## config.mk

```make
export PLATFORM = sky130hd
export DESIGN_NAME = multicycle_controller_flat
export DESIGN_NICKNAME = d
export VERILOG_FILES = /design/src/rtl/mc_ctrl_pkg.sv /design/src/rtl/mc_ctrl_if.sv /design/src/rtl/cond_check.sv /design/src/rtl/multicycle_controller.sv /design/src/flat_wrapper.sv
export SDC_FILE = /design/constraint.sdc
export NUM_CORES = 1
export LEC_CHECK = 0
export CORE_MARGIN = 4
export CORE_UTILIZATION = 30
export CTS_BUF_LIST = sky130_fd_sc_hd__clkbuf_16
export DETAILED_ROUTE_END_ITERATION = 16
export GPL_TIMING_DRIVEN = 0
export PLACE_DENSITY = 0.68
export SYNTH_ARGS = -nofsm -noshare
export SYNTH_HDL_FRONTEND = slang
export SYNTH_SLANG_ARGS = --single-unit
```

## constraint.sdc

```tcl
create_clock -name CLK -period 2.55 [get_ports CLK]
set_input_delay 0.51 -clock CLK [delete_from_list [all_inputs] [get_ports CLK]]
set_output_delay 0.51 -clock CLK [all_outputs]
set_load 0.1 [all_outputs]
```

## src/rtl/mc_ctrl_pkg.sv

```systemverilog
// mc_ctrl_pkg: shared types and encodings for the multi-cycle ARM controller.
package mc_ctrl_pkg;
    typedef enum logic [3:0] {
        FETCH, DECODE, MEMADR, MEMREAD, MEMWB, MEMWRITE, EXECR, EXECI, ALUWB, BRANCH
    } state_t;
    typedef enum logic [1:0] {OP_DP = 2'b00, OP_MEM = 2'b01, OP_BR = 2'b10, OP_UND = 2'b11} op_t;
    typedef enum logic [3:0] {
        CMD_AND = 4'b0000, CMD_EOR = 4'b0001, CMD_SUB = 4'b0010,
        CMD_ADD = 4'b0100, CMD_CMP = 4'b1010, CMD_ORR = 4'b1100
    } cmd_t;
    typedef enum logic [3:0] {
        EQ, NE, CS, CC, MI, PL, VS, VC, HI, LS, GE, LT, GT, LE, AL
    } cond_t;
    localparam int ALU_ADD = 0;
    localparam int ALU_SUB = 1;
    localparam int ALU_AND = 2;
    localparam int ALU_ORR = 3;
    localparam int ALU_EOR = 4;
    typedef struct packed {
        logic       mem_req;
        logic       mem_write;
        logic       adr_src;
        logic       ir_write;
        logic       pc_write;
        logic       reg_write;
        logic [1:0] result_src;
        logic       alu_src_a;
        logic [1:0] alu_src_b;
        logic [1:0] imm_src;
        logic [1:0] reg_src;
        logic       link_sel;
        logic       fault;
    } ctrl_t;
endpackage

```

## src/rtl/mc_ctrl_if.sv

```systemverilog
// mc_ctrl_if: instruction/flag/memory handshake and control bundle between controller and datapath.
interface mc_ctrl_if #(parameter int ALUCTRL_W = 2);
    logic [31:0]          Instr;
    logic [3:0]           ALUFlags;
    logic                 MemReady;
    logic                 MemReq;
    logic                 MemWrite;
    logic                 AdrSrc;
    logic                 IRWrite;
    logic                 PCWrite;
    logic                 RegWrite;
    logic [1:0]           ResultSrc;
    logic                 ALUSrcA;
    logic [1:0]           ALUSrcB;
    logic [1:0]           ImmSrc;
    logic [1:0]           RegSrc;
    logic [ALUCTRL_W-1:0] ALUControl;
    logic                 LinkSel;
    logic                 Fault;
    logic [3:0]           Flags;
    modport master (
        input  Instr, ALUFlags, MemReady,
        output MemReq, MemWrite, AdrSrc, IRWrite, PCWrite, RegWrite, ResultSrc,
               ALUSrcA, ALUSrcB, ImmSrc, RegSrc, ALUControl, LinkSel, Fault, Flags
    );
    modport slave (
        output Instr, ALUFlags, MemReady,
        input  MemReq, MemWrite, AdrSrc, IRWrite, PCWrite, RegWrite, ResultSrc,
               ALUSrcA, ALUSrcB, ImmSrc, RegSrc, ALUControl, LinkSel, Fault, Flags
    );
endinterface

```

## src/rtl/cond_check.sv

```systemverilog
// cond_check: evaluates an ARM condition field against the {N,Z,C,V} flags.
module cond_check
    import mc_ctrl_pkg::*;
(
    input  logic [3:0] Cond,
    input  logic [3:0] Flags,
    output logic       CondEx
);
    logic n, z, c, v;
    assign {n, z, c, v} = Flags;
    always_comb begin
        CondEx = 1'b0;
        case (Cond)
            EQ: CondEx = z;
            NE: CondEx = !z;
            CS: CondEx = c;
            CC: CondEx = !c;
            MI: CondEx = n;
            PL: CondEx = !n;
            VS: CondEx = v;
            VC: CondEx = !v;
            HI: CondEx = c && !z;
            LS: CondEx = !c || z;
            GE: CondEx = n == v;
            LT: CondEx = n != v;
            GT: CondEx = !z && (n == v);
            LE: CondEx = z || (n != v);
            AL: CondEx = 1'b1;
            default: CondEx = 1'b0;
        endcase
    end
endmodule

```

## src/rtl/multicycle_controller.sv

```systemverilog
// multicycle_controller: FSM control unit for the shared-memory ARM datapath.
// Define MC_CTRL_BL_EN to enable branch-with-link (Funct[4] in BRANCH writes R14).
module multicycle_controller
    import mc_ctrl_pkg::*;
#(
    parameter int ALUCTRL_W   = 2,
    parameter int MEM_TIMEOUT = 0
) (
    input logic       CLK,
    input logic       RST,
    mc_ctrl_if.master bus
);
    localparam int CW = $clog2(MEM_TIMEOUT + 2);

    state_t               state_q, state_d;
    logic [3:0]           flags_q, flags_d;
    logic [CW-1:0]        wait_q, wait_d;
    logic [1:0]           op;
    logic [5:0]           funct;
    logic [3:0]           cmd, rd;
    logic                 cond_ex, alu_ok, is_cmp, mem_wait, timeout, rdy;
    logic [ALUCTRL_W-1:0] alu_ctl, alu_out;
    ctrl_t                c, ctl;
    logic                 unused_bits;

    assign op          = bus.Instr[27:26];
    assign funct       = bus.Instr[25:20];
    assign cmd         = funct[4:1];
    assign rd          = bus.Instr[15:12];
    assign rdy         = bus.MemReady;
    assign is_cmp      = cmd == CMD_CMP;
    assign unused_bits = ^{bus.Instr[19:16], bus.Instr[11:0]};

    cond_check u_cond (.Cond(bus.Instr[31:28]), .Flags(flags_q), .CondEx(cond_ex));

    always_comb begin
        alu_ok  = 1'b1;
        alu_ctl = ALUCTRL_W'(ALU_ADD);
        case (cmd)
            CMD_ADD: alu_ctl = ALUCTRL_W'(ALU_ADD);
            CMD_SUB, CMD_CMP: alu_ctl = ALUCTRL_W'(ALU_SUB);
            CMD_AND: alu_ctl = ALUCTRL_W'(ALU_AND);
            CMD_ORR: alu_ctl = ALUCTRL_W'(ALU_ORR);
            CMD_EOR: begin
                alu_ok  = ALUCTRL_W >= 3;
                alu_ctl = ALUCTRL_W >= 3 ? ALUCTRL_W'(ALU_EOR) : ALUCTRL_W'(ALU_ADD);
            end
            default: alu_ok = 1'b0;
        endcase
    end

    // Ready on the same cycle as the timeout always wins, since a wait needs !MemReady.
    assign mem_wait = (state_q == FETCH || state_q == MEMREAD || state_q == MEMWRITE) && !rdy;
    assign timeout  = MEM_TIMEOUT != 0 && mem_wait && wait_q == CW'(MEM_TIMEOUT);

    always_ff @(posedge CLK) begin
        if (RST) begin
            state_q <= FETCH;
            flags_q <= '0;
            wait_q  <= '0;
        end else begin
            state_q <= state_d;
            flags_q <= flags_d;
            wait_q  <= wait_d;
        end
    end

    always_comb begin
        state_d = FETCH;
        case (state_q)
            FETCH:    state_d = rdy ? DECODE : FETCH;
            DECODE:   state_d = !cond_ex ? FETCH : op == OP_DP ? (funct[5] ? EXECI : EXECR) :
                                op == OP_MEM ? MEMADR : op == OP_BR ? BRANCH : FETCH;
            EXECR, EXECI: state_d = alu_ok ? ALUWB : FETCH;
            MEMADR:   state_d = funct[0] ? MEMREAD : MEMWRITE;
            MEMREAD:  state_d = rdy ? MEMWB : timeout ? FETCH : MEMREAD;
            MEMWRITE: state_d = rdy || timeout ? FETCH : MEMWRITE;
            default:  state_d = FETCH;
        endcase
    end

    assign flags_d = (state_q == EXECR || state_q == EXECI) && alu_ok && funct[0] ? bus.ALUFlags : flags_q;
    // A FETCH timeout stays in FETCH, so the retry needs an explicit clear.
    assign wait_d  = !mem_wait || timeout || state_d != state_q ? '0 : wait_q + CW'(1);

    always_comb begin
        c       = '0;
        alu_out = '0;
        case (state_q)
            FETCH: begin
                c.mem_req    = 1'b1;
                c.ir_write   = rdy;
                c.pc_write   = rdy;
                c.alu_src_a  = rdy;
                c.alu_src_b  = rdy ? 2'b10 : 2'b00;
                c.result_src = rdy ? 2'b10 : 2'b00;
            end
            DECODE: c.fault = cond_ex && op == OP_UND;
            EXECR, EXECI: begin
                c.alu_src_b = state_q == EXECI ? 2'b01 : 2'b00;
                c.fault     = !alu_ok;
                alu_out     = alu_ok ? alu_ctl : '0;
            end
            ALUWB: begin
                c.pc_write  = !is_cmp && rd == 4'hF;
                c.reg_write = !is_cmp && rd != 4'hF;
            end
            MEMADR: c.alu_src_b = 2'b01;
            MEMREAD: begin
                c.mem_req = 1'b1;
                c.adr_src = 1'b1;
            end
            MEMWB: begin
                c.reg_write  = 1'b1;
                c.result_src = 2'b01;
            end
            MEMWRITE: begin
                c.mem_req   = 1'b1;
                c.mem_write = !timeout;
                c.adr_src   = 1'b1;
            end
            BRANCH: begin
                c.alu_src_a  = 1'b1;
                c.alu_src_b  = 2'b01;
                c.result_src = 2'b10;
                c.pc_write   = 1'b1;
`ifdef MC_CTRL_BL_EN
                c.reg_write  = funct[4];
                c.link_sel   = funct[4];
`else
                c.link_sel   = 1'b0;
`endif
            end
            default: c.fault = 1'b0;
        endcase
        c.fault   = c.fault | timeout;
        c.imm_src = state_q == FETCH ? 2'b00 : op;
        c.reg_src = state_q == FETCH ? 2'b00 : {op == OP_MEM, op == OP_BR};
    end

    assign ctl            = RST ? '0 : c;
    assign bus.MemReq     = ctl.mem_req;
    assign bus.MemWrite   = ctl.mem_write;
    assign bus.AdrSrc     = ctl.adr_src;
    assign bus.IRWrite    = ctl.ir_write;
    assign bus.PCWrite    = ctl.pc_write;
    assign bus.RegWrite   = ctl.reg_write;
    assign bus.ResultSrc  = ctl.result_src;
    assign bus.ALUSrcA    = ctl.alu_src_a;
    assign bus.ALUSrcB    = ctl.alu_src_b;
    assign bus.ImmSrc     = ctl.imm_src;
    assign bus.RegSrc     = ctl.reg_src;
    assign bus.LinkSel    = ctl.link_sel;
    assign bus.Fault      = ctl.fault;
    assign bus.ALUControl = RST ? '0 : alu_out;
    assign bus.Flags      = RST ? '0 : flags_q;
endmodule

```

## src/flat_wrapper.sv

```systemverilog
// flat-port wrapper written by rule: the top's interface ports become plain ports
module multicycle_controller_flat import mc_ctrl_pkg::*;
#(
    parameter int ALUCTRL_W   = 2,
    parameter int MEM_TIMEOUT = 0
)
  (CLK, RST, bus_Instr, bus_ALUFlags, bus_MemReady, bus_MemReq, bus_MemWrite, bus_AdrSrc, bus_IRWrite, bus_PCWrite, bus_RegWrite, bus_ResultSrc, bus_ALUSrcA, bus_ALUSrcB, bus_ImmSrc, bus_RegSrc, bus_ALUControl, bus_LinkSel, bus_Fault, bus_Flags);
  mc_ctrl_if #(.ALUCTRL_W(ALUCTRL_W)) bus_i ();
  input logic CLK;
  input logic RST;
  input wire logic [$bits(bus_i.Instr)-1:0] bus_Instr;
  input wire logic [$bits(bus_i.ALUFlags)-1:0] bus_ALUFlags;
  input wire logic [$bits(bus_i.MemReady)-1:0] bus_MemReady;
  output wire logic [$bits(bus_i.MemReq)-1:0] bus_MemReq;
  output wire logic [$bits(bus_i.MemWrite)-1:0] bus_MemWrite;
  output wire logic [$bits(bus_i.AdrSrc)-1:0] bus_AdrSrc;
  output wire logic [$bits(bus_i.IRWrite)-1:0] bus_IRWrite;
  output wire logic [$bits(bus_i.PCWrite)-1:0] bus_PCWrite;
  output wire logic [$bits(bus_i.RegWrite)-1:0] bus_RegWrite;
  output wire logic [$bits(bus_i.ResultSrc)-1:0] bus_ResultSrc;
  output wire logic [$bits(bus_i.ALUSrcA)-1:0] bus_ALUSrcA;
  output wire logic [$bits(bus_i.ALUSrcB)-1:0] bus_ALUSrcB;
  output wire logic [$bits(bus_i.ImmSrc)-1:0] bus_ImmSrc;
  output wire logic [$bits(bus_i.RegSrc)-1:0] bus_RegSrc;
  output wire logic [$bits(bus_i.ALUControl)-1:0] bus_ALUControl;
  output wire logic [$bits(bus_i.LinkSel)-1:0] bus_LinkSel;
  output wire logic [$bits(bus_i.Fault)-1:0] bus_Fault;
  output wire logic [$bits(bus_i.Flags)-1:0] bus_Flags;
  assign bus_i.Instr = bus_Instr;
  assign bus_i.ALUFlags = bus_ALUFlags;
  assign bus_i.MemReady = bus_MemReady;
  assign bus_MemReq = bus_i.MemReq;
  assign bus_MemWrite = bus_i.MemWrite;
  assign bus_AdrSrc = bus_i.AdrSrc;
  assign bus_IRWrite = bus_i.IRWrite;
  assign bus_PCWrite = bus_i.PCWrite;
  assign bus_RegWrite = bus_i.RegWrite;
  assign bus_ResultSrc = bus_i.ResultSrc;
  assign bus_ALUSrcA = bus_i.ALUSrcA;
  assign bus_ALUSrcB = bus_i.ALUSrcB;
  assign bus_ImmSrc = bus_i.ImmSrc;
  assign bus_RegSrc = bus_i.RegSrc;
  assign bus_ALUControl = bus_i.ALUControl;
  assign bus_LinkSel = bus_i.LinkSel;
  assign bus_Fault = bus_i.Fault;
  assign bus_Flags = bus_i.Flags;
  multicycle_controller #(.ALUCTRL_W(ALUCTRL_W), .MEM_TIMEOUT(MEM_TIMEOUT)) u_core (.CLK(CLK), .RST(RST), .bus(bus_i));
endmodule
```

==> tab_implementation.tex <==
\begin{tabular}{lr}
\hline
Metric & Value \\
\hline
\multicolumn{2}{l}{\textbf{Run status}} \\
Result of the run & finished with violations \\
Violated checks & setup timing \\
\multicolumn{2}{l}{\textbf{Timing}} \\
Highest Clock Rate & about 380 MHz \\
Setup skew after layout & approximately 0.0028 ns \\
Transition time at the pin with the least slew margin & $\sim$0.55 ns \\
Hold Violations, Final & 0 \\
Post-layout minimum cycle time & around 2.6 ns \\
Final Setup Violations & 1 \\
RSZ-0062 raised after global routing & yes \\
Final count of pins violating max slew & 0 \\
Smallest hold slack & between 0.5 and 0.6 ns \\
Post-route clock period utilization & 103\% \\
Max transition margin & around 64\% \\
Crit path setup slack, layout & -0.0813 ns \\
\multicolumn{2}{l}{\textbf{Cells and area}} \\
Diodes inserted & 0 \\
Fillers & 298 \\
Area growth from synthesis to layout & 76.8\% \\
Share of post-route cells with drive strength above 1 & approximately a third \\
Area of all placed cells without fillers & 1680 µm² \\
Count of nets after finishing & 224 \\
\multicolumn{2}{l}{\textbf{Critical path}} \\
Critical path data required time & between 2 and 2.5 ns \\
Gate family responsible for the most delay along the worst path & compound AO/OA/AOI/OAI gates \\
Cell repeated most along the worst path & sky130\_fd\_sc\_hd\_\_buf\_12 \\
Critical path class & primary input to primary output \\
Critical path startpoint category & primary input \\
Worst path arrival time & approximately 2.1 ns \\
Worst-path maximum fanout & 6 \\
Highest-delay cell along the critical path & sky130\_fd\_sc\_hd\_\_o41a\_1 \\
Cell breakdown of the critical path & buf\_12 -> and2b\_1 -> a21oi\_2 -> nor3b\_2 -> o41a\_1 -> a2111oi\_4 -> o32ai\_4 -> buf\_12 \\
Maximum cell stage delay along the critical path & roughly 0.45 ns \\
Number of buffer and inverter instances along the worst setup path & 2 \\
Setup crit end kind & primary output \\
\multicolumn{2}{l}{\textbf{Route}} \\
Routed Wire Length & 3.00 mm \\
First-pass iteration count of the detailed router & 4 \\
Detail Route Antenna Nets & 0 \\
Drt initial violations & 50 \\
Per-cell routed wire length & 13.2 µm \\
Detailed-route vias per instance & between 5 and 6 \\
Residual DRC count & 0 \\
Number of vias in the routed layout & around 1200 \\
\multicolumn{2}{l}{\textbf{Logic synthesis}} \\
Fraction of registers with async set/reset & 0\% \\
List of most frequent post-synthesis cells & sky130\_fd\_sc\_hd\_\_nor2\_1, sky130\_fd\_sc\_hd\_\_nor2b\_1, sky130\_fd\_sc\_hd\_\_mux2i\_1, sky130\_fd\_sc\_hd\_\_nand2\_1 \\
Synth Net Count & approximately 170 \\
Post-synthesis area per instance & $\sim$7.1 µm² \\
Area contributors post-synth & sky130\_fd\_sc\_hd\_\_dfxtp\_1, sky130\_fd\_sc\_hd\_\_mux2i\_1, sky130\_fd\_sc\_hd\_\_nor2b\_1 \\
Number of enable-type register cells in the synthesized netlist & 0 \\
Mapped Area & between 900 and 1000 µm² \\
Sequential element share of the synthesized area & roughly 17\% \\
Synth area leader & sky130\_fd\_sc\_hd\_\_dfxtp\_1 \\
Most used DFF post-synth & sky130\_fd\_sc\_hd\_\_dfxtp\_1 \\
Synthesis-stage register bit count & 8 \\
Number of cells produced by synthesis & 133 \\
Unique masters post-synth & 45 \\
Synth warn & 0 \\
Proportion of netlist area held by the largest area contributor & $\sim$17\% \\
Most used standard cell by instance count after synthesis & sky130\_fd\_sc\_hd\_\_nor2\_1 \\
\multicolumn{2}{l}{\textbf{Clock network}} \\
TritonCTS sink count & 8 \\
Buffers from clock root to sink, at most & 2 \\
Clock root buffer & sky130\_fd\_sc\_hd\_\_clkbuf\_16 \\
Clock slew seen by the registers of the worst setup and hold paths & about 0.03 ns \\
TritonCTS clock tree & yes \\
Clock network latency to the later pin of the worst-skew pair & roughly 0.23 ns \\
Total number of H-tree levels & 1 \\
Cts bufs inserted & 3 \\
\multicolumn{2}{l}{\textbf{GRT}} \\
Leftover overflow at the end of global routing & 0 \\
Number of global-route vias before repair & 1097 \\
First-pass GRT wire length & 5.01 mm \\
Number of antenna violations at the first check in global routing & 0 \\
Global Route Usage Sum & $\sim$15\% \\
Pin count of the biggest net entering global routing & 11 \\
\multicolumn{2}{l}{\textbf{Placed design}} \\
Final HPWL DP & around 2.3 mm \\
Placed standard-cell area & 1520 µm² \\
Final weighted congestion of routability-driven global placement & 0.854 \\
Input/output buffers & 43 \\
\multicolumn{2}{l}{\textbf{Pwr}} \\
Lkg Pwr & 0.715 nW \\
Total power of the final layout & 0.646 mW \\
Cell Pwr Density & 384 nW/µm² \\
Worst VDD drop & about 0.3 mV \\
\multicolumn{2}{l}{\textbf{Floorplan}} \\
Full die area & approximately 4100 µm² \\
Area of the core & just over 3000 µm² \\
Vertical die dimension & $\sim$64 µm \\
Starting Density & between 30\% and 40\% \\
Width of the chip & 64.3 µm \\
Standard-cell row count & 20 \\
I/O pin count & 62 \\
\multicolumn{2}{l}{\textbf{Worst hold path}} \\
HP Class & flop to flop \\
\multicolumn{2}{l}{\textbf{Flow run}} \\
Max cap viols & 0 \\
\hline
\end{tabular}
-- placed cells by master (no fill, tap or decap), drive strengths merged, types with 2 or more instances in the layout --
cell type | netlist | routed
clkdlybuf4s18 | 0 | 2
dfxtp | 8 | 8
o21ai | 5 | 5
clkdlybuf4s15 | 0 | 5
nand3 | 2 | 2
nand2 | 10 | 10
xor2 | 2 | 2
nor4 | 2 | 2
nor3 | 6 | 6
clkbuf | 6 | 9
nand3b | 2 | 2
and4b | 2 | 2
nor3b | 3 | 3
and3 | 4 | 4
or3 | 3 | 3
and2 | 2 | 2
inv | 4 | 4
clkdlybuf4s50 | 0 | 15
mux2i | 9 | 9
a21oi | 8 | 8
nor2 | 16 | 16
nor2b | 11 | 11
or4 | 2 | 2
o21bai | 2 | 2
dlymetal6s2s | 0 | 3
nand2b | 2 | 2
a31oi | 3 | 3
buf | 2 | 23
-- report_power, final --
part,internal (mW),switching (mW),total [mW]
logic,0.0935,0.159,0.253
registers,0.128,0.00107,0.129
clock network,0.202,0.0620,0.264
total,0.424,0.222,0.646
-- final timing paths --
check	slack, ns	cells past startpoint	from	endpoint
worst min-delay path	0.59	2	u_core.flags_q[3]	u_core.flags_q[3]
worst max-delay path	-0.08	8	bus_Instr[30]	bus_Fault
worst min register to register	0.59	2	u_core.flags_q[3]	u_core.flags_q[3]
worst max register to register	0.63	7	u_core.flags_q[0]	u_core.state_q[1]
-- cell type report --
type                            count  area [µm²]  area share (%)
Timing Repair Buffer               47         485            28.9
Multi-Input combinational cell    113         838            49.9
Tap cell                           44        55.1            3.27
Buffer                              8        50.0            2.98
Clock buffer                        3        75.1            4.46
Sequential cell                     8         163            9.67
Inverter                            4        15.0           0.893
-- stage by stage --
step                      setup slack [ns]  util, %  setup TNS, ns  cells
final                              -0.0813     55.1        -0.0813    227
after global routing                -0.140     55.1         -0.140    227
after CTS                           -0.179     52.2         -0.179    224
after detailed placement             -1.54     49.6         -17.25    220
after global placement               -1.52     49.6         -17.13    220
after floorplan                     -0.604        -          -1.78    133
-- kinds of logic after synthesis --
family | Yosys count | share of synthesized area, %
flops | 8 | 16.8
compound gates | 27 | 20.3
buf+inv | 12 | 5.13
simple gates | 74 | 46.1
xor+xnor | 2 | 1.84
mux | 9 | 9.47
other cells | 1 | 0.394
-- worst reg2reg max path: stages, from the launching register on --
cell	delay, ns
sky130_fd_sc_hd__dfxtp_2	0.35
sky130_fd_sc_hd__nor2b_2	0.18
sky130_fd_sc_hd__nor4_4	0.22
sky130_fd_sc_hd__a311oi_1	0.08
sky130_fd_sc_hd__o41a_1	0.36
sky130_fd_sc_hd__a2111oi_4	0.31
sky130_fd_sc_hd__buf_4	0.21
sky130_fd_sc_hd__o41ai_1	0.08
-- state kept, by name, summed over array words and instances, names as in the netlist --
| register | flops |
|---|---|
| u_core.flags_q | 4 |
| u_core.state_q | 4 |
-- what timing repair did --
item	in CTS	in global routing
resized for setup	131	25
setup endpoints to repair	22	16
pin swaps	3	6
setup buffers	1	3
hold buffers	0	0
-- per-layer routing --
metal | vias to the layer above | part of all wire [%] | GRT usage, %
li1 | 587 | - | -
met4 | 0 | 1.4 | 4.75
met5 | - | 0 | 0
met3 | 5 | 5.7 | 4.57
met1 | 529 | 43 | 18.1
met2 | 40 | 50 | 25.1
Note: power is estimated with default switching activity, not from simulation.
